[config.mk]
export PLATFORM = sky130hd
export DESIGN_NAME = bht_ctrl
export DESIGN_NICKNAME = d
export VERILOG_FILES = /design/src/rtl/bht_ctrl.sv
export SDC_FILE = /design/constraint.sdc
export NUM_CORES = 1
export LEC_CHECK = 0
export ABC_AREA = 1
export CAP_MARGIN = 30
export CORE_ASPECT_RATIO = 0.7
export CORE_MARGIN = 5
export CORE_UTILIZATION = 46
export CTS_CLUSTER_DIAMETER = 30
export DETAILED_ROUTE_END_ITERATION = 10
export PLACE_DENSITY = 0.75
export RECOVER_POWER = 50
export SKIP_CTS_REPAIR_TIMING = 1
export SLEW_MARGIN = 10
export SYNTH_ARGS = -nofsm -noshare
export SYNTH_HDL_FRONTEND = slang
export SYNTH_SLANG_ARGS = --single-unit
[constraint.sdc]
create_clock -name clk -period 3.3 [get_ports clk]
set_input_delay 0.495 -clock clk [delete_from_list [all_inputs] [get_ports clk]]
set_output_delay 0.495 -clock clk [all_outputs]
set_load 0.01 [all_outputs]
[src/rtl/bht_ctrl.sv]
// Branch history table of 2-bit saturating counters with a registered lookup port,
// a 2-entry feedback queue and a post-reset/flush initialisation sweep.
module bht_ctrl #(
    parameter int         PC_W     = 32,
    parameter int         IDX_W    = 6,
    parameter logic [1:0] INIT_CNT = 2'b01
) (
    input  logic            clk,
    input  logic            rst_n,
    input  logic            lookup_valid,
    input  logic [PC_W-1:0] lookup_pc,
    output logic            pred_valid,
    output logic            pred_taken,
    input  logic            upd_valid,
    output logic            upd_ready,
    input  logic [PC_W-1:0] upd_pc,
    input  logic            upd_taken,
    input  logic            flush,
    output logic            init_busy
);
    localparam int DEPTH = 2**IDX_W;

    typedef enum logic {INIT = 1'b0, RUN = 1'b1} state_t;

    state_t           state, next_state;
    logic [IDX_W-1:0] ptr, next_ptr;
    logic [1:0]       tbl [DEPTH];

    logic [IDX_W-1:0] q_idx [2];
    logic             q_tkn [2];
    logic [1:0]       q_cnt;
    logic             q_head;
    logic             q_tail;
    logic             push;
    logic             pop;
    logic             sweep_we;

    logic [IDX_W-1:0] lookup_idx;
    logic [IDX_W-1:0] upd_idx;
    logic [IDX_W-1:0] pop_idx;
    logic             pc_unused;

    function automatic logic [1:0] sat_update(input logic [1:0] cnt, input logic taken);
        if (taken)
            return (cnt == 2'd3) ? 2'd3 : cnt + 2'd1;
        return (cnt == 2'd0) ? 2'd0 : cnt - 2'd1;
    endfunction

    // Word-aligned index; upper PC bits alias onto the same counter.
    assign lookup_idx = lookup_pc[IDX_W+1:2];
    assign upd_idx    = upd_pc[IDX_W+1:2];
    assign pc_unused  = ^{lookup_pc[PC_W-1:IDX_W+2], lookup_pc[1:0],
                          upd_pc[PC_W-1:IDX_W+2], upd_pc[1:0]};

    always_ff @(posedge clk or negedge rst_n) begin
        if (!rst_n) begin
            state <= INIT;
            ptr   <= '0;
        end else begin
            state <= next_state;
            ptr   <= next_ptr;
        end
    end

    always_comb begin
        next_state = state;
        next_ptr   = ptr;
        case (state)
            INIT: begin
                if (flush) begin
                    next_ptr = '0;
                end else if (&ptr) begin
                    next_state = RUN;
                    next_ptr   = '0;
                end else begin
                    next_ptr = ptr + 1'b1;
                end
            end
            RUN: begin
                if (flush) begin
                    next_state = INIT;
                    next_ptr   = '0;
                end
            end
            default: begin
                next_state = INIT;
                next_ptr   = '0;
            end
        endcase
    end

    always_comb begin
        init_busy = (state == INIT);
        sweep_we  = (state == INIT);
        upd_ready = (q_cnt != 2'd2);
        pop       = (state == RUN) && (q_cnt != 2'd0);
        push      = upd_valid && upd_ready && !flush;
    end

    // A full queue never accepts, even when popping in the same cycle.
    assign q_tail  = q_head ^ q_cnt[0];
    assign pop_idx = q_idx[q_head];

    always_ff @(posedge clk or negedge rst_n) begin
        if (!rst_n) begin
            q_cnt  <= 2'd0;
            q_head <= 1'b0;
        end else if (flush) begin
            q_cnt  <= 2'd0;
            q_head <= 1'b0;
        end else begin
            q_cnt <= q_cnt + {1'b0, push} - {1'b0, pop};
            if (pop)
                q_head <= ~q_head;
        end
    end

    always_ff @(posedge clk) begin
        if (push) begin
            q_idx[q_tail] <= upd_idx;
            q_tkn[q_tail] <= upd_taken;
        end
    end

    always_ff @(posedge clk) begin
        if (sweep_we)
            tbl[ptr] <= INIT_CNT;
        else if (pop)
            tbl[pop_idx] <= sat_update(tbl[pop_idx], q_tkn[q_head]);
    end

    // Lookup reads the pre-write table value; no bypass from the write port.
    always_ff @(posedge clk or negedge rst_n) begin
        if (!rst_n) begin
            pred_valid <= 1'b0;
            pred_taken <= 1'b0;
        end else begin
            pred_valid <= lookup_valid;
            if (lookup_valid)
                pred_taken <= (state == RUN) && tbl[lookup_idx][1];
        end
    end
endmodule

==> key figures, run 1 <==
Yosys
  – Ys flop type: edfxtp_1
  – Number of synthesized flops with an enable pin: 142
  – Avg Cell Area, Syn: 9.78 um2
  – Largest family of logic cells by synthesized area: simple AND/OR/NAND/NOR gates
  – Most numerous cell in the Yosys netlist: nand2_1
  – Post-Synth Adder-Cell Area: 0.00508
  – Synthesized area: 0.00739 mm2
  – Post-synth top cells: 162 x nand2_1, 151 x nand3_1, 142 x edfxtp_1, 94 x nor2_1, 42 x inv_1
  – Leading area contributor after synthesis: edfxtp_1
  – Unique cell type count in the Yosys netlist: 33
  – Synth top area share: 0.577
  – Post-synth ARST share: 0.0779
  – Syn Nets: slightly above 800
  – Mux cell area share after synthesis: 0
  – Fraction of the mapped netlist area in compound gates: 0.0667
  – Simple logic cell fraction of the synthesized area: 0.255
  – Synth Instances: 756
  – Top cells by area, synth: edfxtp_1 58%, nand3_1 10%, nand2_1 8.2%
  – Post-synthesis xor/xnor area fraction: 0.00711
  – Sequential share of the synthesized area: 0.618
  – Synthesized flop and latch total: approximately 150
  – Warnings, synthesis: 0

Clock tree
  – Clk sinks: around 150
  – Root buf cell: clkbuf_16
  – CTS Buf Count: 17
  – Clock Path Buffers: 2
  – Worst-path clk slew: around 0.07 ns
  – H-tree Lvls: 4
  – CTS tree: yes
  – Clock latency on the worst-skew pair: 0.43 ns

Timing
  – Final Critical Period: around 3.0 ns
  – Final hold viol count: 0
  – Slew headroom: 0.517
  – Max Fclk: 0.333 GHz
  – Final setup fails: 0
  – Post-route clock period utilization: 0.911
  – Layout Skew: 0.0131 ns
  – Setup TNS: 0 ns
  – Min Hold Slack: 0.508 ns
  – Worst-Margin Slew: slightly above 0.7 ns
  – Max-slew violations: 0
  – RSZ-0062 raised after global routing: false

Job
  – Max cap viols: 0

Critical path
  – Worst EP arrival: about 3.1 ns
  – Worst setup path class: flip-flop to flip-flop
  – WP data required: 3.41 ns
  – Setup crit start kind: flip-flop
  – Max FO, Critical Path: 12
  – CP endpoint kind: flip-flop
  – Reg2reg path depth: 8

Status
  – Status: complete, no violations

Detailed routing
  – Final ANT Viol Nets: 0
  – Iteration-0 DRC Markers: 822
  – Final WL: 19.7 mm
  – Via count: 5953
  – Drt first pass iters: 6
  – DR DRC count: 0
  – Routed len/inst: just under 20 um
  – DR vias/cell: 5.95

Power and ir drop
  – PD cells: 511 mW/mm2
  – Maximum vdd drop: 0.000333 V
  – Leakage power: 3.18 nW

Global routing
  – Vias in the first global route: between 5000 and 6000
  – GRT Overall Usage: 0.216
  – Largest net degree at the start of global routing: 65
  – First-pass GRT wire length: 30.6 mm
  – GRT overflow: 0
  – Initial antenna violation count: 0

Die
  – Core Region: 0.0156 mm2
  – Cell Rows: 38
  – Die area: 0.0187 mm2
  – Die Wd: 162 um
  – Starting Density: 0.472
  – Die Y: about 120 um
  – # IOs: 74

Place
  – Port bufs: 21
  – HPWL Detailed: ~12 mm
  – Routability cong.: a little under 0.9

Cells and area
  – Share of layout cells above drive strength 1: 0.0911
  – P&R area growth vs syn: 15.2%
  – Fill count: 1332
  – N_diodes: 0
  – Nets: 861

Min path
  – HP Class: input pin to async pin
metrics by stage:
| step | std cells | area (um2) | utilization | total power [mW] | setup slack (ns) |
|---|---|---|---|---|---|
| after detailed placement | 968 | 7970 | 0.509 | 2.51 | 0.298 |
| after global routing | 1001 | 8520 | 0.544 | 4.48 | 0.116 |
| after global placement | 968 | 7970 | 0.509 | 2.51 | 0.369 |
| after CTS | 1000 | 8530 | 0.545 | 4.36 | 0.262 |
| final | 1001 | 8520 | 0.544 | 4.35 | 0.295 |
| after floorplan | 756 | 7390 | - | 2.37 | 0.330 |
worst max-delay path: stages (launching register included):
cell	delay, ns
dfrtp_1	0.49
inv_1	0.19
a21oi_4	0.26
inv_1	0.25
nand2_1	0.17
o21ai_4	0.11
inv_1	0.24
nand4_1	0.57
nor2_1	0.40
metal layers:
metal	GRT usage	up-vias	share of wire
met3	0.0761	57	0.13
met5	0	-	0
met2	0.317	393	0.43
li1	-	2721	-
met4	0.0773	0	0.027
met1	0.300	2782	0.41
worst paths after layout:
path / from / endpoint / slack (ns)
min in group clk: pred_taken$_DFFE_PN0P_ / pred_taken$_DFFE_PN0P_ / 0.51
max in group asynchronous: rst_n / ptr[3]$_DFFE_PN0P_ / 2.39
worst min register to register: pred_taken$_DFFE_PN0P_ / pred_taken$_DFFE_PN0P_ / 0.51
worst max-delay path: state$_DFF_PN0_ / tbl[35][1]$_DFFE_PP_ / 0.29
worst max register to register: state$_DFF_PN0_ / tbl[35][1]$_DFFE_PP_ / 0.29
worst min-delay path: rst_n / pred_valid$_DFF_PN0_ / 0.51
flip-flops by register name, indices dropped and copies added (netlist names):
register,count
tbl,128
q_idx,12
ptr,6
q_cnt,2
q_tkn,2
pred_taken,1
pred_valid,1
q_head,1
state,1
power by group:
part	internal [mW]	switching (mW)	total, mW
combinational	0.108	0.236	0.345
sequential	2.12	0.00986	2.13
clock	1.05	0.821	1.87
cell type report:
class | instances | area [um2] | share of cell area
multi-input combinational | 521 | 2490 | 0.292
tap | 200 | 250 | 0.0294
clock inverter | 15 | 136 | 0.0160
sequential | 154 | 4560 | 0.536
clock buffer | 17 | 425 | 0.0500
timing repair buffer | 45 | 467 | 0.0548
inverter | 49 | 184 | 0.0216
kinds of logic after synthesis:
| kind of cell | Yosys count |
|---|---|
| flops | 154 |
| simple gates | 433 |
| compound gates | 78 |
| xor+xnor | 6 |
| fa+ha+maj | 3 |
| buf+inv | 82 |
cell usage in the layout, fill, tap and decap left out, drive strengths merged, types with 2 or more instances in the layout:
| master | synthesis | final |
|---|---|---|
| ha | 3 | 3 |
| o22ai | 4 | 4 |
| a21oi | 14 | 14 |
| clkdlybuf4s50 | 0 | 7 |
| nor4 | 8 | 8 |
| o221ai | 10 | 10 |
| clkinv | 2 | 7 |
| nor2 | 94 | 95 |
| inv | 47 | 55 |
| xor2 | 3 | 3 |
| buf | 19 | 21 |
| nor3 | 2 | 2 |
| dfrtp | 12 | 12 |
| edfxtp | 142 | 142 |
| xnor2 | 3 | 3 |
| nand2 | 164 | 164 |
| nand3 | 152 | 152 |
| o21ai | 49 | 49 |
| or2 | 4 | 4 |
| dlygate4sd3 | 0 | 14 |
| clkbuf | 14 | 20 |
| nand4 | 8 | 8 |
(Power assumes the default switching activity.)
==> run 2: changes to the inputs <==
==> constraint.sdc (replaced) <==
create_clock -name clk -period 3.3 [get_ports clk]
set_input_delay 0.495 -clock clk [delete_from_list [all_inputs] [get_ports clk]]
set_output_delay 0.495 -clock clk [all_outputs]
set_load 0.05 [all_outputs]
==> key figures, run 2 (synthesis gave the netlist of run 1 again) <==
Clock tree
  – Clk sinks: 154 (unchanged)
  – CTS tree: yes
  – Worst-path clk slew: 0.06 ns (about the same)
  – Clock latency on the worst-skew pair: 0.43 ns (about the same)
  – H-tree Lvls: 4 (unchanged)
  – Clock Path Buffers: 2 (unchanged)
  – CTS Buf Count: 17 (unchanged)
  – Root buf cell: clkbuf_16

Detailed routing
  – Iteration-0 DRC Markers: 770 (-6.3%)
  – Drt first pass iters: 6 (unchanged)
  – DR vias/cell: 5.94 (about the same)
  – M1 wire length: 7.95 mm (-1.6%)
  – DR top layer: met4
  – Routed len/inst: 19.7 um (-0.14%)
  – Final ANT Viol Nets: 0 (unchanged)
  – Met3 wire len: 2.63 mm (+3.9%)
  – Met2 wire length: 8.51 mm (-0.46%)
  – Via count: 5950 (-0.050%)
  – Final WL: 19.7 mm (-0.14%)
  – DR DRC count: 0 (unchanged)

Cells and area
  – N_diodes: 0 (unchanged)
  – Most frequent cells in the layout: 161 x nand2_1, 151 x nand3_1, 142 x edfxtp_1, 92 x nor2_1, 43 x inv_1
  – Fill count: 1334 (+0.15%)
  – Seq. cell area: 0.00456 mm2 (unchanged)
  – Max FFs per register: 128 (unchanged)
  – Share of layout cells above drive strength 1: 0.0936 (+0.00250)
  – Design area: 0.00852 mm2 (about the same)
  – Most flops, register: tbl
  – Largest regs: tbl: 128 flops, q_idx: 12 flops, ptr: 6 flops
  – Nets: 861 (unchanged)
  – Commonest non-fill, non-tap cell in the layout: nand2_1
  – P&R area growth vs syn: 15.3% (about the same)
  – Area occupied by multi-input gates: 0.00248 mm2 (-0.35%)

Timing
  – Final setup fails: 0 (unchanged)
  – Slew headroom: 0.537 (+0.0199)
  – Final Critical Period: 3.02 ns (+0.0121 ns)
  – Max-slew violations: 0 (unchanged)
  – Setup TNS: 0 ns (unchanged)
  – Post-route clock period utilization: 0.914 (+0.00367)
  – Worst-Margin Slew: 0.687 ns (-0.0295 ns)
  – RSZ-0062 raised after global routing: false
  – Final hold viol count: 0 (unchanged)
  – Layout Skew: 0.0112 ns (-0.00191 ns)
  – Min Hold Slack: 0.510 ns (+0.00219 ns)
  – Worst Slack Setup Final: 0.283 ns (-0.0121 ns)
  – Max Fclk: 0.331 GHz (-0.40%)

Place
  – Post-Place Setup Slack: 0.298 ns (unchanged)
  – Routability cong.: 0.879 (unchanged)
  – HPWL Detailed: 12.2 mm (unchanged)
  – Post-placement cell area: 0.00797 mm2 (unchanged)
  – Port bufs: 21 (unchanged)

Global routing
  – Initial antenna violation count: 0 (unchanged)
  – Largest net degree at the start of global routing: 65 (unchanged)
  – GRT Overall Usage: 0.216 (unchanged)
  – GRT overflow: 0 (unchanged)
  – Vias in the first global route: 5718 (unchanged)
  – First-pass GRT wire length: 30.6 mm (unchanged)

Critical path
  – Max FO, Critical Path: 18 (+6)
  – WP data required: 3.41 ns (about the same)
  – Worst EP arrival: 3.13 ns (about the same)
  – Setup crit start kind: flip-flop
  – Worst setup path class: flip-flop to flip-flop
  – CP endpoint kind: flip-flop

Die
  – Die Wd: 162 um (unchanged)
  – Die area: 0.0187 mm2 (unchanged)
  – Starting Density: 0.472 (unchanged)
  – # IOs: 74 (unchanged)
  – Cell Rows: 38 (unchanged)
  – Die Y: 116 um (unchanged)
  – Core Region: 0.0156 mm2 (unchanged)

Job
  – Max cap viols: 0 (unchanged)

Min path
  – HP Class: input pin to async pin

Power and ir drop
  – PD cells: 512 mW/mm2 (+0.11%)
  – Leakage power: 3.18 nW (+0.15%)
  – Maximum vdd drop: 0.000333 V (about the same)
  – Total power: 4.36 mW (+0.14%)

Status
  – Status: complete, no violations
[run 2: power breakdown]
part	switching, mW	internal, mW
Combinational	0.240	0.111
Sequential	0.00989	2.12
Clock	0.821	1.05
[run 2: path summary, 6_finish.rpt]
kind / from / to / slack (ns) / cells after the start
min in group clk: pred_taken$_DFFE_PN0P_ / pred_taken$_DFFE_PN0P_ / 0.51 / 2
min reg2reg: pred_taken$_DFFE_PN0P_ / pred_taken$_DFFE_PN0P_ / 0.51 / 2
max: q_head$_DFFE_PN0P_ / tbl[35][1]$_DFFE_PP_ / 0.28 / 7
max reg2reg: q_head$_DFFE_PN0P_ / tbl[35][1]$_DFFE_PP_ / 0.28 / 7
max in group asynchronous: rst_n / q_head$_DFFE_PN0P_ / 2.40 / 1
min: rst_n / pred_valid$_DFF_PN0_ / 0.51 / 1
[run 2: per-layer routing]
| metal | vias up | track usage |
|---|---|---|
| met1 | 2769 | 0.300 |
| met5 | - | 0 |
| met3 | 65 | 0.0761 |
| met2 | 391 | 0.317 |
| li1 | 2725 | - |
| met4 | 0 | 0.0773 |
[run 2: layout make-up]
| type | count | area share |
|---|---|---|
| multi-input cells | 521 | 0.291 |
| flip-flops and latches | 154 | 0.536 |
| clock buffers | 17 | 0.0499 |
| clock inverters | 15 | 0.0160 |
| inverters | 49 | 0.0216 |
| well taps | 200 | 0.0294 |
| repair buffers | 45 | 0.0561 |
[run 2: worst max-delay path, stage by stage, from the launching register on]
cell	delay [ns]
dfrtp_1	0.53
inv_2	0.11
or2_1	0.26
o21ai_4	0.26
o21ai_1	0.36
inv_2	0.22
nand4_1	0.53
nor2_1	0.40
[run 2: per-stage QoR]
step           utilization  std cells
3_3_place_gp         0.509        968
2_1_floorplan            -        756
6_report             0.545       1001
3_5_place_dp         0.509        968
5_1_grt              0.545       1001
4_1_cts              0.545       1000
